[src/rtl/rf_scoreboard_if.sv]
// Register-file scoreboard bus: two read ports, one issue (reservation) port
// and one write-back port. master = datapath, slave = register file.
interface rf_scoreboard_if #(
  parameter int WORD_SIZE = 16,
  parameter int ADDR_W    = 2
) ();
  logic [ADDR_W-1:0]    addr1;
  logic [ADDR_W-1:0]    addr2;
  logic [WORD_SIZE-1:0] data1;
  logic [WORD_SIZE-1:0] data2;
  logic                 busy1;
  logic                 busy2;
  logic                 issue;
  logic [ADDR_W-1:0]    issue_addr;
  logic                 issue_ok;
  logic                 write;
  logic [ADDR_W-1:0]    addr3;
  logic [WORD_SIZE-1:0] data3;
  logic                 err;

  modport master (
    output addr1, addr2, issue, issue_addr, write, addr3, data3,
    input  data1, data2, busy1, busy2, issue_ok, err
  );

  modport slave (
    input  addr1, addr2, issue, issue_addr, write, addr3, data3,
    output data1, data2, busy1, busy2, issue_ok, err
  );
endinterface

[src/rtl/rf_scoreboard.sv]
// Register file with per-register pending-write counters. Decode reserves a
// destination through the issue port and stalls on busy; write-back retires
// one reservation. Optional same-cycle write-to-read forwarding and an
// optional hard-wired zero register.
module rf_scoreboard #(
  parameter int WORD_SIZE = 16,
  parameter int NUM_REG   = 4,
  parameter int ADDR_W    = 2,
  parameter int BYPASS    = 1,
  parameter int ZERO_REG  = 0,
  parameter int MAX_PEND  = 3
) (
  input  logic          clk,
  input  logic          reset_n,
  rf_scoreboard_if.slave bus
);

  // Counters are 2 bits wide, so MAX_PEND is at most 3.
  localparam logic [1:0] MAX_PEND_C = 2'(MAX_PEND);

  logic [WORD_SIZE-1:0] regs [NUM_REG];
  logic [1:0]           pend [NUM_REG];
  logic                 err_q;

  logic byp1, byp2;
  logic zero1, zero2, zero_iss, zero_wr;
  logic issue_ok_w;
  logic inc_en;
  logic wr_en;

  // A reg-0 access is special only when the zero register is enabled.
  assign zero1    = (ZERO_REG != 0) && (bus.addr1 == '0);
  assign zero2    = (ZERO_REG != 0) && (bus.addr2 == '0);
  assign zero_iss = (ZERO_REG != 0) && (bus.issue_addr == '0);
  assign zero_wr  = (ZERO_REG != 0) && (bus.addr3 == '0);

  assign byp1 = (BYPASS != 0) && bus.write && (bus.addr3 == bus.addr1);
  assign byp2 = (BYPASS != 0) && bus.write && (bus.addr3 == bus.addr2);

  assign bus.data1 = zero1 ? '0 : (byp1 ? bus.data3 : regs[bus.addr1]);
  assign bus.data2 = zero2 ? '0 : (byp2 ? bus.data3 : regs[bus.addr2]);

  // A register whose last outstanding write lands this cycle is not busy
  // when that write is being forwarded.
  assign bus.busy1 = !zero1 && (pend[bus.addr1] != 2'd0) &&
                     !(byp1 && (pend[bus.addr1] == 2'd1));
  assign bus.busy2 = !zero2 && (pend[bus.addr2] != 2'd0) &&
                     !(byp2 && (pend[bus.addr2] == 2'd1));

  // Issue acceptance depends only on the counter, never on the write port,
  // so the decode stall path stays short.
  assign issue_ok_w   = bus.issue && (zero_iss || (pend[bus.issue_addr] < MAX_PEND_C));
  assign bus.issue_ok = issue_ok_w;
  assign inc_en       = issue_ok_w && !zero_iss;

  // Writes to the zero register are dropped entirely (no data, no error).
  assign wr_en   = bus.write && !zero_wr;
  assign bus.err = err_q;

  // Register data: write-back updates the addressed register.
  always_ff @(posedge clk or negedge reset_n) begin
    if (!reset_n) begin
      for (int r = 0; r < NUM_REG; r++) regs[r] <= '0;
    end else if (wr_en) begin
      regs[bus.addr3] <= bus.data3;
    end
  end

  // Pending counters: +1 on accepted issue, -1 on write-back, hold on both.
  always_ff @(posedge clk or negedge reset_n) begin
    if (!reset_n) begin
      for (int r = 0; r < NUM_REG; r++) pend[r] <= 2'd0;
    end else begin
      for (int r = 0; r < NUM_REG; r++) begin
        logic inc, dec;
        inc = inc_en && (bus.issue_addr == ADDR_W'(r));
        dec = wr_en && (bus.addr3 == ADDR_W'(r)) && (pend[r] != 2'd0);
        case ({inc, dec})
          2'b10:   pend[r] <= pend[r] + 2'd1;
          2'b01:   pend[r] <= pend[r] - 2'd1;
          default: pend[r] <= pend[r];
        endcase
      end
    end
  end

  // Sticky error: a write-back with no reservation outstanding.
  always_ff @(posedge clk or negedge reset_n) begin
    if (!reset_n) begin
      err_q <= 1'b0;
    end else if (wr_en && (pend[bus.addr3] == 2'd0)) begin
      err_q <= 1'b1;
    end
  end

endmodule

[src/flat_wrapper.sv]
// flat-port wrapper written by rule: the top's interface ports become plain ports
module rf_scoreboard_flat 
#(
  parameter int WORD_SIZE = 16,
  parameter int NUM_REG   = 4,
  parameter int ADDR_W    = 2,
  parameter int BYPASS    = 1,
  parameter int ZERO_REG  = 0,
  parameter int MAX_PEND  = 3
)
  (clk, reset_n, bus_addr1, bus_addr2, bus_issue, bus_issue_addr, bus_write, bus_addr3, bus_data3, bus_data1, bus_data2, bus_busy1, bus_busy2, bus_issue_ok, bus_err);
  rf_scoreboard_if #(.WORD_SIZE(WORD_SIZE), .ADDR_W(ADDR_W)) bus_i ();
  input  logic clk;
  input  logic reset_n;
  input wire logic [$bits(bus_i.addr1)-1:0] bus_addr1;
  input wire logic [$bits(bus_i.addr2)-1:0] bus_addr2;
  input wire logic [$bits(bus_i.issue)-1:0] bus_issue;
  input wire logic [$bits(bus_i.issue_addr)-1:0] bus_issue_addr;
  input wire logic [$bits(bus_i.write)-1:0] bus_write;
  input wire logic [$bits(bus_i.addr3)-1:0] bus_addr3;
  input wire logic [$bits(bus_i.data3)-1:0] bus_data3;
  output wire logic [$bits(bus_i.data1)-1:0] bus_data1;
  output wire logic [$bits(bus_i.data2)-1:0] bus_data2;
  output wire logic [$bits(bus_i.busy1)-1:0] bus_busy1;
  output wire logic [$bits(bus_i.busy2)-1:0] bus_busy2;
  output wire logic [$bits(bus_i.issue_ok)-1:0] bus_issue_ok;
  output wire logic [$bits(bus_i.err)-1:0] bus_err;
  assign bus_i.addr1 = bus_addr1;
  assign bus_i.addr2 = bus_addr2;
  assign bus_i.issue = bus_issue;
  assign bus_i.issue_addr = bus_issue_addr;
  assign bus_i.write = bus_write;
  assign bus_i.addr3 = bus_addr3;
  assign bus_i.data3 = bus_data3;
  assign bus_data1 = bus_i.data1;
  assign bus_data2 = bus_i.data2;
  assign bus_busy1 = bus_i.busy1;
  assign bus_busy2 = bus_i.busy2;
  assign bus_issue_ok = bus_i.issue_ok;
  assign bus_err = bus_i.err;
  rf_scoreboard #(.WORD_SIZE(WORD_SIZE), .NUM_REG(NUM_REG), .ADDR_W(ADDR_W), .BYPASS(BYPASS), .ZERO_REG(ZERO_REG), .MAX_PEND(MAX_PEND)) u_core (.clk(clk), .reset_n(reset_n), .bus(bus_i));
endmodule
[config.mk]
export PLATFORM = sky130hd
export DESIGN_NAME = rf_scoreboard_flat
export DESIGN_NICKNAME = d
export VERILOG_FILES = /design/src/rtl/rf_scoreboard_if.sv /design/src/rtl/rf_scoreboard.sv /design/src/flat_wrapper.sv
export SDC_FILE = /design/constraint.sdc
export NUM_CORES = 1
export LEC_CHECK = 0
export CAP_MARGIN = 20
export CELL_PAD_IN_SITES_DETAIL_PLACEMENT = 2
export CELL_PAD_IN_SITES_GLOBAL_PLACEMENT = 2
export CORE_MARGIN = 2
export CORE_UTILIZATION = 37
export CTS_BUF_LIST = sky130_fd_sc_hd__clkbuf_16
export DETAILED_ROUTE_END_ITERATION = 8
export PLACE_DENSITY_LB_ADDON = 0.12
export SYNTH_ARGS = -nofsm -noshare
export SYNTH_HDL_FRONTEND = slang
export SYNTH_SLANG_ARGS = --single-unit
[constraint.sdc]
create_clock -name clk -period 2.4 [get_ports clk]
set_input_delay 0.24 -clock clk [delete_from_list [all_inputs] [get_ports clk]]
set_output_delay 0.24 -clock clk [all_outputs]
set_load 0.005 [all_outputs]
After elaboration in Yosys (flattened, before gate mapping):

Cells that the tools add are included.
Widths: inputs -> output; s select.

* $add $sub $neg: 8
* magnitude comparators: 6
* eq/ne operators: 18
* mux-type cells: 27
* bitwise operators: 4
* reduce and logical (&&, ||, !) cells: 36

Operators by type and width (number)
* $mux 16: 7
* $bmux 16 s2: 2
* $bwmux 64: 1
* $demux 16 s2: 1
* $logic_and 1x1->1: 21
* $reduce_bool 2->1: 10
* $bmux 2 s2: 4
* $eq 2x1->1 const B: 8
* $eq 2x2->1 const B: 8
* $mux 2: 8
* $pmux 2 s2: 4
* $ge 3x3->1 const B: 4
* $not 2->3: 4
* $add 2x1->2 const B: 4
* $sub 2x1->2 const B: 4
* $logic_not 2->1: 3
* $eq 2x2->1: 2
* $lt 3x1->1 const B: 1
* $logic_not 1->1: 2
* $lt 2x2->1 const B: 1

* register bits: 73
* input bits: 28

Logic depth before layout (Yosys ltp):

* word-level depth: 9
* depth in mapped cells: 10
* gate-level depth less buffers: 7

Worst setup path after synthesis:

No wires, ideal clock.

* kind: register to register
* from: register u_core.pend[6] in the netlist's numbering
* to: register u_core.pend[7] in the netlist's numbering
* setup time: 79 ps
* arrival time: 1773 ps
* setup slack: 548 ps
* stages on the path, launching flop included: 6
* path buffers: 0
* period minus slack after synthesis: 1852 ps
* path through: dfrtp_1 -> and3b_1 -> or4b_2 -> ha_1 -> nor2_1 -> xor2_1

* longest elaborated chain between the ends: 8
* elaborated cells on any way between the ends: 14
* classes of those cells: add/sub (2); order compare (1); eq/ne (2); mux (4); reduce/logical (5)

RTL lines
* start: declaration: line rf_scoreboard.sv:22 `logic [1:0] pend [NUM_REG];`
* start signal: indexed assignment: line rf_scoreboard.sv:79 `2'b10: pend[r] <= pend[r] + 2'd1;`
* start signal: indexed assignment: line rf_scoreboard.sv:80 `2'b01: pend[r] <= pend[r] - 2'd1;`
* start signal: indexed assignment: line rf_scoreboard.sv:81 `default: pend[r] <= pend[r];`
* $bmux 2 s2: line rf_scoreboard.sv:52 `assign issue_ok_w = bus.issue && (zero_iss || (pend[bus.issue_addr] < MAX_PEND_C));`
* $mux 2 (implied by the code) (2 in series): line rf_scoreboard.sv:52
* $lt 2x2->1: line rf_scoreboard.sv:52
* $logic_and 1x1->1: line rf_scoreboard.sv:52
* $logic_and 1x1->1: line rf_scoreboard.sv:76 `inc = inc_en && (bus.issue_addr == ADDR_W'(r));`
* $eq 2x1->1 or $eq 2x2->1 (tied branches): line rf_scoreboard.sv:78 `case ({inc, dec})`
* $pmux 2 s2 or $reduce_bool 2->1 (tied branches)

Several ways; a longest one is shown, not always the timed one. The select of a mux whose other input is x is not followed.
A chain may end at the register's enable or synchronous reset.

Worst setup path in the final report:

* from: input bus_addr2[0]
* to: output bus_data2[14]

* longest elaborated chain between the ends: 5
* elaborated cells on any way between the ends: 7
* classes of those cells: eq/ne (1); mux (4); bitwise (1); reduce/logical (1)

RTL lines
* start: declaration: line flat_wrapper.sv:16 `input wire logic [$bits(bus_i.addr2)-1:0] bus_addr2;`
* $not 2->3 (implied by the code): line rf_scoreboard.sv:41 `assign bus.data2 = zero2 ? '0 : (byp2 ? bus.data3 : regs[bus.addr2]);`
* $bmux 16 s2: line rf_scoreboard.sv:41
* $mux 16 (implied by the code) (2 in series): line rf_scoreboard.sv:41
* $mux 16 (*): line rf_scoreboard.sv:41
* end: declaration: line flat_wrapper.sv:23 `output wire logic [$bits(bus_i.data2)-1:0] bus_data2;`

Mark *: on every way between the ends. The rest lies on a longest branch, timed or not. The select of a mux whose other input is x is not followed.

==> reports/summary.txt <==
status: complete, no violations
Inst Count DP: 489
FILL cells: 1086
Routed Antenna Nets: 0
core footprint: 11400 µm²
clk slew on worst S/H paths: 60 ps
Compound-Gate Fraction of Synth Area: 1.65%
Slew headroom: 36.2%
final hold slack: 40.4 ps
nets: 395
fmax: 428 MHz
GP Congestion: 0.729
Num CTS Buffers: 9
CP Max Fanout: 9
Detailed Route WL: 12500 µm
DP HPWL: 7640 µm
DRT Pass-1 Iters: 6
clock latency on the worst-skew pair: 340 ps
cell family with most CP delay: buffers and inverters
R2R setup slack: 320 ps
post-layout util: 50.5%
MaxCap Viol Count: 0
crit path cell chain: dlygate4sd2_1 > bufbuf_16 > mux4_2 > mux2_2 > clkdlybuf4s50_1
first-pass GRT wire length: 19700 µm
Post-CTS Hold Buffers: 0
final setup vio count: 0
root buf cell: clkbuf_16
Crit Path Category: primary input to primary output
Distinct cells, synth: 33
Mean Syn Cell Area: 15.3 µm²
R2R cell count: 6
CTS sink cnt: 73
Max stage delay cell, worst path: mux4_2
Clock Tree Buf Depth: 2
vias in the first global route: 3304
post-synthesis sequential area ratio: 42.3%
Tcrit/Tclk final: 97.2%
post-synthesis xor/xnor area fraction: 3.24%
diode count: 0
Hold Path Class: primary input to async pin
Via density: 5.56
die height: 112 µm
Non-Filler Instances: 511
wire per inst: 24.5 µm
Mapped Area: 4320 µm²
CTS tree: yes
Initial Utilization: 37.8%
initial antenna violation count: 0
LEAKAGE: 0.00239 µW
power per cell area: 834 nW/µm²
Startpoint Class: primary input
crit path time final: 2330 ps
Worst Path Arrival: 2090 ps
largest net degree at the start of global routing: 74
layout cells sized above 1: 50.5%
Total GRT Usage: 20.6%
Yosys reg bits: 73
Die Area: 12600 µm²
largest cells by area after synthesis: dfrtp_1, mux2_2, mux4_2
actual slew at the worst max-slew pin: 957 ps
post-synthesis mux area share: 44.6%
Via Count: 2840
grt ovf: 0
initial drt markers: 60
top cell type's share of synthesized area: 42.3%
largest family of logic cells by synthesized area: multiplexers
Crit path buffers/inverters: 3
Most used DFF post-synth: dfrtp_1
Syn Nets: 314
leading area contributor after synthesis: dfrtp_1
CTS H-tree lvls: 3
Area growth, synth to finish: 33.6%
Synth Area in Adders: 1.16%
crit path from: bus_addr2[0]
PortBufs: 63
Async S/R FF share, synth: 100%
Synth Area in Simple Gates: 3.62%
data required time of the worst path: 2160 ps
Worst R2R Start: u_core.pend[6]
Synth Instances: 282
peak supply drop: 393 µV
# DRC: 0
final hold violations: 0
worst r2r dst: u_core.pend[7]
number of synthesized flops with an enable pin: 0
I/O pin cnt: 64
Crit path largest cell delay: 490 ps
row count: 39
Die Span X: 112 µm
Critical Path End Type: primary output
Yosys warnings: 0
max-slew violation count: 0
Final Skew: 3.01 ps
==> state kept, by name, summed over array words and instances (netlist names) <==
register,cells
u_core.regs,64
u_core.pend,8
u_core.bus.err,1
==> through the flow <==
stage                     setup WS, ps  setup TNS (ps)  area (µm²)  power, µW
final                             66.2               0        5770       4810
after detailed placement          -103           -2130        5240       3300
after floorplan                    548               0        4320       2620
after CTS                         38.1               0        5640       4820
after global placement           -81.7           -1950        5240       3220
after global routing             -2.19           -2.19        5770       5070
==> synthesized netlist by cell type, types with 3 or more instances <==
cell type,instances
buf_6,4
mux4_2,36
mux2_2,87
buf_2,8
mux2_4,9
dfrtp_1,73
nor2_1,11
nand2_1,3
nand3_1,3
xnor2_1,12
xor2_1,4
buf_4,5
ha_1,4
==> power by group <==
part / switching (µW) / total, µW / internal, µW / leakage (µW)
Clock: 552 / 1460 / 910 / 0.000153
Combinational: 505 / 1530 / 1020 / 0.00138
Sequential: 314 / 1820 / 1510 / 0.000860
Total: 1370 / 4810 / 3440 / 0.00239
==> kinds of logic after synthesis <==
family	Yosys count
buffers and inverters	21
AOI/OAI and AO/OA	9
muxes	132
xor gates and xnor gates	16
DFF	73
adders and majority gates	4
and+or+nand+nor	27
==> layout make-up <==
| class | count | area [µm²] | area share (%) |
|---|---|---|---|
| multi-input combinational | 188 | 2410 | 41.8 |
| sequential | 73 | 1830 | 31.6 |
| timing repair buffer | 89 | 1030 | 17.8 |
| clock buffer | 9 | 225 | 3.90 |
| tap | 143 | 179 | 3.10 |
| clock inverter | 7 | 93.8 | 1.63 |
| inverter | 2 | 10.0 | 0.173 |
==> worst max-delay path by stage <==
stage,endpoint,slack [ps],cells after the start
after floorplan,u_core.pend[7],550,5
after global routing,bus_data2[14],-2,5
final,bus_data2[14],70,5
after detailed placement,bus_data2[12],-100,7
after global placement,bus_data2[14],-80,5
after CTS,bus_data2[12],40,7
==> layout by cell type (no fill, tap or decap), drive strengths merged, types with 3 or more instances in the layout <==
cell type      Yosys  layout
xor2               4       4
nand2              3       3
xnor2             12      12
ha                 4       4
dfrtp             73      73
nor2              11      11
buf               18      23
clkbuf             1      11
mux2              96      96
dlymetal6s2s       0       5
nand3              5       5
clkdlybuf4s50      0      55
clkinv             0       3
inv                2       3
mux4              36      36
==> what timing repair did <==
| item | in CTS | in global routing |
|---|---|---|
| resized for setup | 3 | 14 |
| pin swaps | 0 | 2 |
| buffers inserted | 2 | 0 |
| gates cloned | 2 | 2 |
| endpoints found under the setup margin | 33 | 16 |
==> metal layers <==
layer / global-route usage (%) / wire [µm] / vias to the layer above
met3: 2.81 / 329 / 11
met2: 34.5 / 6440 / 49
met1: 28.1 / 5560 / 1532
li1: - / - / 1248
met5: 0 / 0 / -
met4: 6.59 / 174 / 0
Note: power is estimated with default switching activity, not from simulation.
